$ cat config.mk
export PLATFORM = sky130hd
export DESIGN_NAME = hiscore_ram_arbiter
export DESIGN_NICKNAME = d
export VERILOG_FILES = /design/src/rtl/hs_arb_pkg.sv /design/src/rtl/hs_arb_timer.sv /design/src/rtl/hiscore_ram_arbiter.sv
export SDC_FILE = /design/constraint.sdc
export NUM_CORES = 1
export LEC_CHECK = 0
export ABC_AREA = 1
export BUFFER_PORTS_ARGS = -buffer_cell sky130_fd_sc_hd__buf_2
export CAP_MARGIN = 20
export CORE_MARGIN = 5
export CORE_UTILIZATION = 49
export CTS_CLUSTER_SIZE = 8
export DETAILED_ROUTE_END_ITERATION = 12
export PLACE_DENSITY = 0.9
export SYNTH_ARGS = -nofsm -noshare
export SYNTH_HDL_FRONTEND = slang
export SYNTH_HIERARCHICAL = 1
export SYNTH_SLANG_ARGS = --single-unit
$ cat constraint.sdc
create_clock -name clk_sys -period 2.9 [get_ports clk_sys]
set_input_delay 0.145 -clock clk_sys [delete_from_list [all_inputs] [get_ports clk_sys]]
set_output_delay 0.145 -clock clk_sys [all_outputs]
set_load 0.02 [all_outputs]
$ cat src/rtl/hs_arb_pkg.sv
// hs_arb_pkg -- shared types and constants for the hiscore RAM arbiter.
//   hs_arb_state_e : arbiter FSM states
//   CNT_W          : width of the shared guard/watchdog down-counter
//   HS_ARB_*_DEF   : default values for the top-level parameters
package hs_arb_pkg;

    typedef enum logic [2:0] {
        IDLE     = 3'd0,
        WAIT_VBL = 3'd1,
        PAUSE    = 3'd2,
        GRANT    = 3'd3,
        RELEASE  = 3'd4
    } hs_arb_state_e;

    localparam int CNT_W = 16;

    localparam int HS_ARB_AW_DEF       = 16;
    localparam int HS_ARB_DW_DEF       = 8;
    localparam int HS_ARB_RELEASE_DEF  = 4;
    localparam int HS_ARB_WDOG_DEF     = 65535;

endpackage

$ cat src/rtl/hs_arb_timer.sv
// hs_arb_timer -- loadable down-counter with a terminal flag.
//   clk_sys, reset_n : clock, async active-low reset
//   load, load_val   : load the counter (has priority over dec)
//   dec              : decrement by one, saturating at zero
//   tc               : counter currently holds 1 (last cycle of the interval)
module hs_arb_timer
    import hs_arb_pkg::*;
(
    input  logic             clk_sys,
    input  logic             reset_n,
    input  logic             load,
    input  logic [CNT_W-1:0] load_val,
    input  logic             dec,
    output logic             tc
);

    logic [CNT_W-1:0] cnt_q;
    logic [CNT_W-1:0] cnt_d;

    always_comb begin
        cnt_d = cnt_q;
        if (load) begin
            cnt_d = load_val;
        end else if (dec && (cnt_q != '0)) begin
            cnt_d = cnt_q - 1'b1;
        end
    end

    always_ff @(posedge clk_sys or negedge reset_n) begin
        if (!reset_n) begin
            cnt_q <= '0;
        end else begin
            cnt_q <= cnt_d;
        end
    end

    assign tc = (cnt_q == CNT_W'(1));

endmodule

$ cat src/rtl/hiscore_ram_arbiter.sv
// hiscore_ram_arbiter -- shares the core work-RAM port between the CPU and
// the hiscore save/restore engine. A hiscore request waits for vblank,
// pauses the CPU, waits for the pause acknowledge, hands the RAM port to the
// hiscore engine, then holds the pause for RELEASE_CYCLES after the grant.
//   clk_sys, reset_n          : clock, async active-low reset
//   vblank                    : vertical blank level
//   cpu_addr/din/we, cpu_dout : CPU RAM side
//   hs_req, hs_addr/din/we    : hiscore engine side; hs_dout read data
//   hs_grant                  : hiscore owns the RAM port
//   hs_err                    : one-cycle pulse on watchdog abort
//   pause_req, cpu_paused     : pause handshake with the pause block
//   ram_addr/din/we, ram_dout : RAM port (one-cycle read latency)
// Optional: define HS_ARB_WDOG_EN to abort a PAUSE that is never
// acknowledged within WDOG_CYCLES.
module hiscore_ram_arbiter
    import hs_arb_pkg::*;
#(
    parameter int AW             = HS_ARB_AW_DEF,
    parameter int DW             = HS_ARB_DW_DEF,
    parameter int RELEASE_CYCLES = HS_ARB_RELEASE_DEF,
    parameter int WDOG_CYCLES    = HS_ARB_WDOG_DEF
) (
    input  logic          clk_sys,
    input  logic          reset_n,
    input  logic          vblank,
    input  logic [AW-1:0] cpu_addr,
    input  logic [DW-1:0] cpu_din,
    input  logic          cpu_we,
    output logic [DW-1:0] cpu_dout,
    input  logic          hs_req,
    input  logic [AW-1:0] hs_addr,
    input  logic [DW-1:0] hs_din,
    input  logic          hs_we,
    output logic [DW-1:0] hs_dout,
    output logic          hs_grant,
    output logic          hs_err,
    output logic          pause_req,
    input  logic          cpu_paused,
    output logic [AW-1:0] ram_addr,
    output logic [DW-1:0] ram_din,
    output logic          ram_we,
    input  logic [DW-1:0] ram_dout
);

    hs_arb_state_e    state_q;
    hs_arb_state_e    state_d;
    logic             tmr_load;
    logic [CNT_W-1:0] tmr_val;
    logic             tmr_dec;
    logic             tmr_tc;
    logic             start_ok;
    logic             abort;

    // One timer serves both the release guard and the pause watchdog; they
    // never overlap because the watchdog only runs in PAUSE.
    hs_arb_timer u_timer (
        .clk_sys  (clk_sys),
        .reset_n  (reset_n),
        .load     (tmr_load),
        .load_val (tmr_val),
        .dec      (tmr_dec),
        .tc       (tmr_tc)
    );

`ifdef HS_ARB_WDOG_EN
    // blocked_q: set by an abort, cleared once hs_req is seen low, so a
    // request stuck high cannot restart the sequence.
    logic blocked_q, blocked_d;
    logic hs_err_q, hs_err_d;

    always_comb begin
        blocked_d = blocked_q;
        if (abort) begin
            blocked_d = 1'b1;
        end else if (!hs_req) begin
            blocked_d = 1'b0;
        end
        hs_err_d = abort;
    end

    always_ff @(posedge clk_sys or negedge reset_n) begin
        if (!reset_n) begin
            blocked_q <= 1'b0;
            hs_err_q  <= 1'b0;
        end else begin
            blocked_q <= blocked_d;
            hs_err_q  <= hs_err_d;
        end
    end

    assign start_ok = !blocked_q;
    assign hs_err   = hs_err_q;
`else
    assign start_ok = 1'b1;
    assign hs_err   = 1'b0;

    // WDOG_CYCLES has no effect in this build; a bad value still shows up
    // as a marker block in the elaborated hierarchy.
    if (WDOG_CYCLES < 1 || WDOG_CYCLES > 65535) begin : g_wdog_cycles_out_of_range
    end
`endif

    always_comb begin
        state_d  = state_q;
        tmr_load = 1'b0;
        tmr_val  = CNT_W'(RELEASE_CYCLES);
        tmr_dec  = 1'b0;
        abort    = 1'b0;
        case (state_q)
            IDLE: begin
                if (hs_req && start_ok) state_d = WAIT_VBL;
            end
            WAIT_VBL: begin
                if (!hs_req) begin
                    state_d = IDLE;
                end else if (vblank) begin
                    state_d = PAUSE;
`ifdef HS_ARB_WDOG_EN
                    tmr_load = 1'b1;
                    tmr_val  = CNT_W'(WDOG_CYCLES);
`endif
                end
            end
            PAUSE: begin
                if (!hs_req) begin
                    state_d  = RELEASE;
                    tmr_load = 1'b1;
                end else if (cpu_paused) begin
                    state_d = GRANT;
`ifdef HS_ARB_WDOG_EN
                end else if (tmr_tc) begin
                    state_d = IDLE;
                    abort   = 1'b1;
                end else begin
                    tmr_dec = 1'b1;
`endif
                end
            end
            GRANT: begin
                // cpu_paused is deliberately ignored here: once granted,
                // only hs_req ends the transfer.
                if (!hs_req) begin
                    state_d  = RELEASE;
                    tmr_load = 1'b1;
                end
            end
            RELEASE: begin
                if (tmr_tc) begin
                    state_d = IDLE;
                end else begin
                    tmr_dec = 1'b1;
                end
            end
            default: state_d = IDLE;
        endcase
    end

    always_ff @(posedge clk_sys or negedge reset_n) begin
        if (!reset_n) begin
            state_q <= IDLE;
        end else begin
            state_q <= state_d;
        end
    end

    // Outputs decode the registered state only, so reset clears them at once.
    assign pause_req = (state_q == PAUSE) || (state_q == GRANT) || (state_q == RELEASE);
    assign hs_grant  = (state_q == GRANT);

    assign ram_addr = hs_grant ? hs_addr : cpu_addr;
    assign ram_din  = hs_grant ? hs_din  : cpu_din;
    assign ram_we   = hs_grant ? hs_we   : cpu_we;

    assign cpu_dout = ram_dout;
    assign hs_dout  = ram_dout;

endmodule
# Yosys cells after proc, flatten, opt, wreduce, memory -nomap -nowiden

Index checks and enable logic that the tools add are counted.

Register bits after elaboration: 19
Bits of input ports: 63
Output and inout port bits: 44
Logic and storage cells: 38

Add/sub/neg operators: 1
Eq/ne operators: 10
Muxes and demuxes: 17
Reduce and logical (&&, ||, !) cells: 8

Operator list:

| operator                                                              | number |
|---|---|
| 16-bit two-way mux                                                    | 3 |
| 3-bit two-way mux                                                     | 7 |
| 16-bit by 1-bit == test with 1-bit output (second input constant)     | 1 |
| 16-bit nonzero test                                                   | 1 |
| 16-bit by 1-bit subtractor with 16-bit output (second input constant) | 1 |
| 3-bit case mux with 5 select lines                                    | 1 |
| 8-bit two-way mux                                                     | 1 |
| 3-bit by 2-bit == test with 1-bit output (second input constant)      | 2 |
| 2-bit inequality test (second input constant)                         | 3 |
| 3-bit inequality test (second input constant)                         | 2 |
| 1-bit two-way mux                                                     | 5 |
| 5-bit AND reduction                                                   | 1 |
| 3-bit by 1-bit == test with 1-bit output (second input constant)      | 1 |
| 3-bit == test (second input constant)                                 | 1 |
| 3-bit logical NOT                                                     | 1 |
| 1-bit logical OR                                                      | 2 |
| 2-bit nonzero test                                                    | 1 |
| 2-bit OR reduction                                                    | 1 |
| 1-bit logical AND                                                     | 1 |

# Longest topological paths before layout

Word-level depth: 6
Mapped depth: 11
Depth with buffers taken out: 11

# Hierarchy

Netlist, hierarchy kept.

By module, submodules not included:

| module              | instances | cells an instance | area an instance (µm²) | sequential area each (µm²) |
|---|---|---|---|---|
| hs_arb_timer        | 1         | 193               | 1277.5                 | 400.4 |
| hiscore_ram_arbiter | 1         | 141               | 708.2                  | 75.1 |

# Worst setup path after synthesis

Ideal clock, no wire load.

Path type: reg2reg
From: register u_timer.cnt_q[11]
To: register u_timer.cnt_q[1]
Arrival: 1556 ps
Slack: 1225 ps
Cell stages (with the launch flop): 11
Clock period less this slack: 1675 ps
Path through: dfrtp_1 -> nor2_1 -> nand2_2 -> nor4_1 -> inv_1 -> nand3_1 -> inv_1 -> nand2_8 -> nand2_4 -> nand2_1 -> o21ai_2

Longest elaborated chain between the ends: 5
Elaborated cells between the ends (all ways): 6
Classes of those cells: 1 x eq/ne; 2 x mux; 3 x reduce/logical

Ends and longest elaborated chain:

| what                                      | line                       | source |
|---|---|---|
| start: declaration                        | hs_arb_timer.sv:17         | `logic [CNT_W-1:0] cnt_q;` |
| start signal: assignment                  | hs_arb_timer.sv:33         | `cnt_q <= cnt_d;` |
| 16-bit by 1-bit == test with 1-bit output | hs_arb_timer.sv:37         | `assign tc = (cnt_q == CNT_W'(1));` |
| named net tmr_tc                          | hiscore_ram_arbiter.sv:50  | `logic tmr_tc;` |
| 1-bit two-way mux                         | hiscore_ram_arbiter.sv:148 | `if (tmr_tc) begin` |
| 1-bit two-way mux                         | hiscore_ram_arbiter.sv:109 | `case (state_q)` |
| named net tmr_dec                         | hiscore_ram_arbiter.sv:49  | `logic tmr_dec;` |
| 1-bit logical AND                         | hs_arb_timer.sv:24         | `end else if (dec && (cnt_q != '0)) begin` |
| 2-bit nonzero test (no line)              | n/a                        |  |

The timed path passes the listed nets, and every way through them passes these cells.
A chain may end at the register's enable or synchronous reset.

# Final worst setup path

From: register state_q[2]
To: output port ram_addr[15]

Longest elaborated chain between the ends: 2

Ends and longest elaborated chain:

| what                                     | line                       | source |
|---|---|---|
| start: declaration                       | hiscore_ram_arbiter.sv:45  | `hs_arb_state_e state_q;` |
| start signal: assignment                 | hiscore_ram_arbiter.sv:162 | `state_q <= state_d;` |
| 3-bit by 2-bit == test with 1-bit output | hiscore_ram_arbiter.sv:168 | `assign hs_grant = (state_q == GRANT);` |
| 16-bit two-way mux                       | hiscore_ram_arbiter.sv:170 | `assign ram_addr = hs_grant ? hs_addr : cpu_addr;` |
| end: declaration                         | hiscore_ram_arbiter.sv:39  | `output logic [AW-1:0] ram_addr,` |

Every way passes these cells.

==> flow_summary.ini <==
[global_routing]
grt_max_degree = 28
grt_pass1_vias = 1926
grtUsageMet3 = 0.0383
grt_overflow = 0
top_usage_layer = met2
grt_pass1_wl_um = 8460
track_usage = 0.194
antenna_found_initial = 0
grt.met2_usage = 0.360
grt_use_met1 = 0.221

[logic_synthesis]
yosys.cell_types.count = 31
synth_top_area_cell = nand2_1
synthTopCellsByCount = nand2_1 (165), nor2_1 (31), nand3_1 (27)
ys_top_cells_by_area = nand2_1 (31%), dfrtp_1 (24%), buf_4 (7.6%), nand3_1 (6.8%), nor2_1 (5.9%)
netlist_instances = 334
syn_area_sq_um = 1990
ys.flop_type = dfrtp_1
synth.top_cell.area_share = 0.312
synth-edff-count = 0
syn_avg_cell_area_sq_um = 5.95
yosys_warnings = 6
yosysMostFrequentCell = nand2_1
synthArstFlopShare = 1.00
ys_seq_area_frac = 0.239
ys_ff_latch = 19

[worst_setup_path]
cp_max_fo = 27
cp_slowest_stage_delay_ns = 0.41
crit_start = state_q[2]
cpLargestDelayFamily = simple AND/OR/NAND/NOR gates
r2r-end = u_timer/cnt_q[1]
crit_path_end = ram_addr[15]
cp-end-kind = primary output
cp.buffers_inverters = 3
reg2reg_depth = 10
crit_arrival_ns = 1.80
rrSetupSlack_ns = 1.00
path_depth = 7
critPathLaunchType = register
regToRegStartpoint = u_timer/cnt_q[2]
worstPathRequired_ns = 2.76
path_class = register to primary output
crit_chain = inv_2 -> nand2_2 -> nor2_8 -> inv_2 -> nand2_1 -> nand2_1 -> buf_2
cp_slowest_cell = dfrtp_1

[power_and_ir_drop]
p_comb_frac = 0.669
internal-power_w = 0.000980
power_w = 0.00218
seqPwrFrac = 0.244
p_sw_w = 0.00120
power_density_nw_per_um2 = 913
p_leak_nw = 1.43
pwr-share-clk = 0.086
swShare = 0.551
vdd_drop_max_mv = 0.507

[floorplan]
fp.dieArea_sq_um = 5430
die_w_um = 73.7
initial_core_util = 0.500
design.core.area_sq_um = 3970
rows = 23
die_h_um = 73.7
ioPinCount = 107

[clock_tree]
cts_tree = done
clk_pin_slew_ns = 0.07
clock_sinks = 19
numCtsBuffers = 3
cts_resized = 0
clock_latency_ns = 0.26
cts-root-buf = clkbuf_8
clock_tree.buffer_depth = 2
htree_levels = 1

[drt]
drt_iter0_drc = 78
ant_nets = 0
drt_first_pass_iters = 4
wl_per_cell_um = 11.7
drt_wl_total_um = 5390
via_count = 2170
remaining_drc_errors = 0
vias_per_cell = 4.70

[worst_hold_path]
hp-class = input pin to register

[cells_and_area]
drive_above_1_share = 0.265
area_growth_pct = 20.4
fin_cells = 462
fin_area_sq_um = 2390
nets = 478
antenna_cells = 0

[sta]
tns_ns = 0
setup_viol = 0
fin_crit_sh = 0.670
fin_crit_ns = 1.94
rsz0062_at_grt = false
hold_violations = 0
fmax_ghz = 0.515
finalWorstSetupSlack_ns = 0.958
finalMaxSlewViolations = 0
clock_skew_ns = 0.00169

[placed_design]
post-place-ws_ns = 1.01
hpwl_um = 4270
place_congestion = 0.915
place_inst = 457
port_buffers = 81
placed_area_sq_um = 2340

[flow_run]
drv_cap = 0

[run_status]
outcome = finished clean
logic make-up after synthesis:
group,share of synthesized area
AND/OR/NAND/NOR,0.548
buffers and inverters,0.137
flip-flops,0.239
AO/OA/AOI/OAI,0.0510
XOR/XNOR,0.00882
adder cells (fa/ha/maj),0.0126
other,0.00378
per-stage QoR:
stage               utilization  hold slack [ns]
detailed placement        0.588            0.118
global route              0.602            0.181
finish                    0.602            0.139
floorplan                     -           -0.151
global placement          0.588            0.111
CTS                       0.602            0.134
worst register-to-register path, cell delays in order (launching register included):
cell     delay (ns)
dfrtp_1        0.44
nor2_2         0.20
nand2_1        0.09
nor4_1         0.30
inv_1          0.07
nand3_1        0.12
inv_1          0.17
nand2_8        0.16
nand2_4        0.10
nand2_1        0.10
o21ai_2        0.05
layer usage:
layer,share of wire,vias to the layer above
met5,0,-
met4,0.011,0
met3,0.11,5
met2,0.49,92
met1,0.39,918
li1,-,1155
area by class of cell:
type / count / area [sq um]
Clock buffer: 4 / 45.0
Fill cell: 377 / 1580
Inverter: 24 / 90.1
Multi-Input combinational cell: 282 / 1290
Sequential cell: 19 / 475
Tap cell: 50 / 62.6
Timing Repair Buffer: 83 / 423
power by group through the flow:
stage | registers [W] | clock network [W] | logic (W)
after global placement | 0.000525 | 0 | 0.00143
after CTS | 0.000529 | 0.000198 | 0.00146
after global routing | 0.000551 | 0.000210 | 0.00164
after detailed placement | 0.000532 | 0 | 0.00146
final | 0.000533 | 0.000189 | 0.00146
after floorplan | 0.000495 | 0 | 0.00119
worst min-delay path by stage:
stage                     startpoint           endpoint  slack (ns)  cells after the start
final                         hs_req         state_q[2]        0.14                      2
after global placement       reset_n   u_timer/cnt_q[7]        0.11                      1
after detailed placement     reset_n  u_timer/cnt_q[10]        0.12                      1
after global routing          hs_req         state_q[2]        0.18                      2
after floorplan              reset_n         state_q[0]       -0.15                      0
after CTS                     hs_req         state_q[2]        0.13                      2
placed cells by master (no fill, tap or decap), types with 5 or more instances in the layout:
master and n:
nand2_1 165, buf_2 81, nor2_1 31, nand3_1 27, dfrtp_1 19, inv_1 18, conb_1 17, nand3b_1 6
inv_2 5
state kept, by name, summed over array words and instances (netlist names):
name and flops:
u_timer/cnt_q 16, state_q 3
timing repair:
action / 4_1_cts / 5_1_grt
buffers inserted: 0 / 0
hold buffers: 1 / 0
endpoints found under the hold margin: 19 / 0
Note: power is estimated with default switching activity, not from simulation.
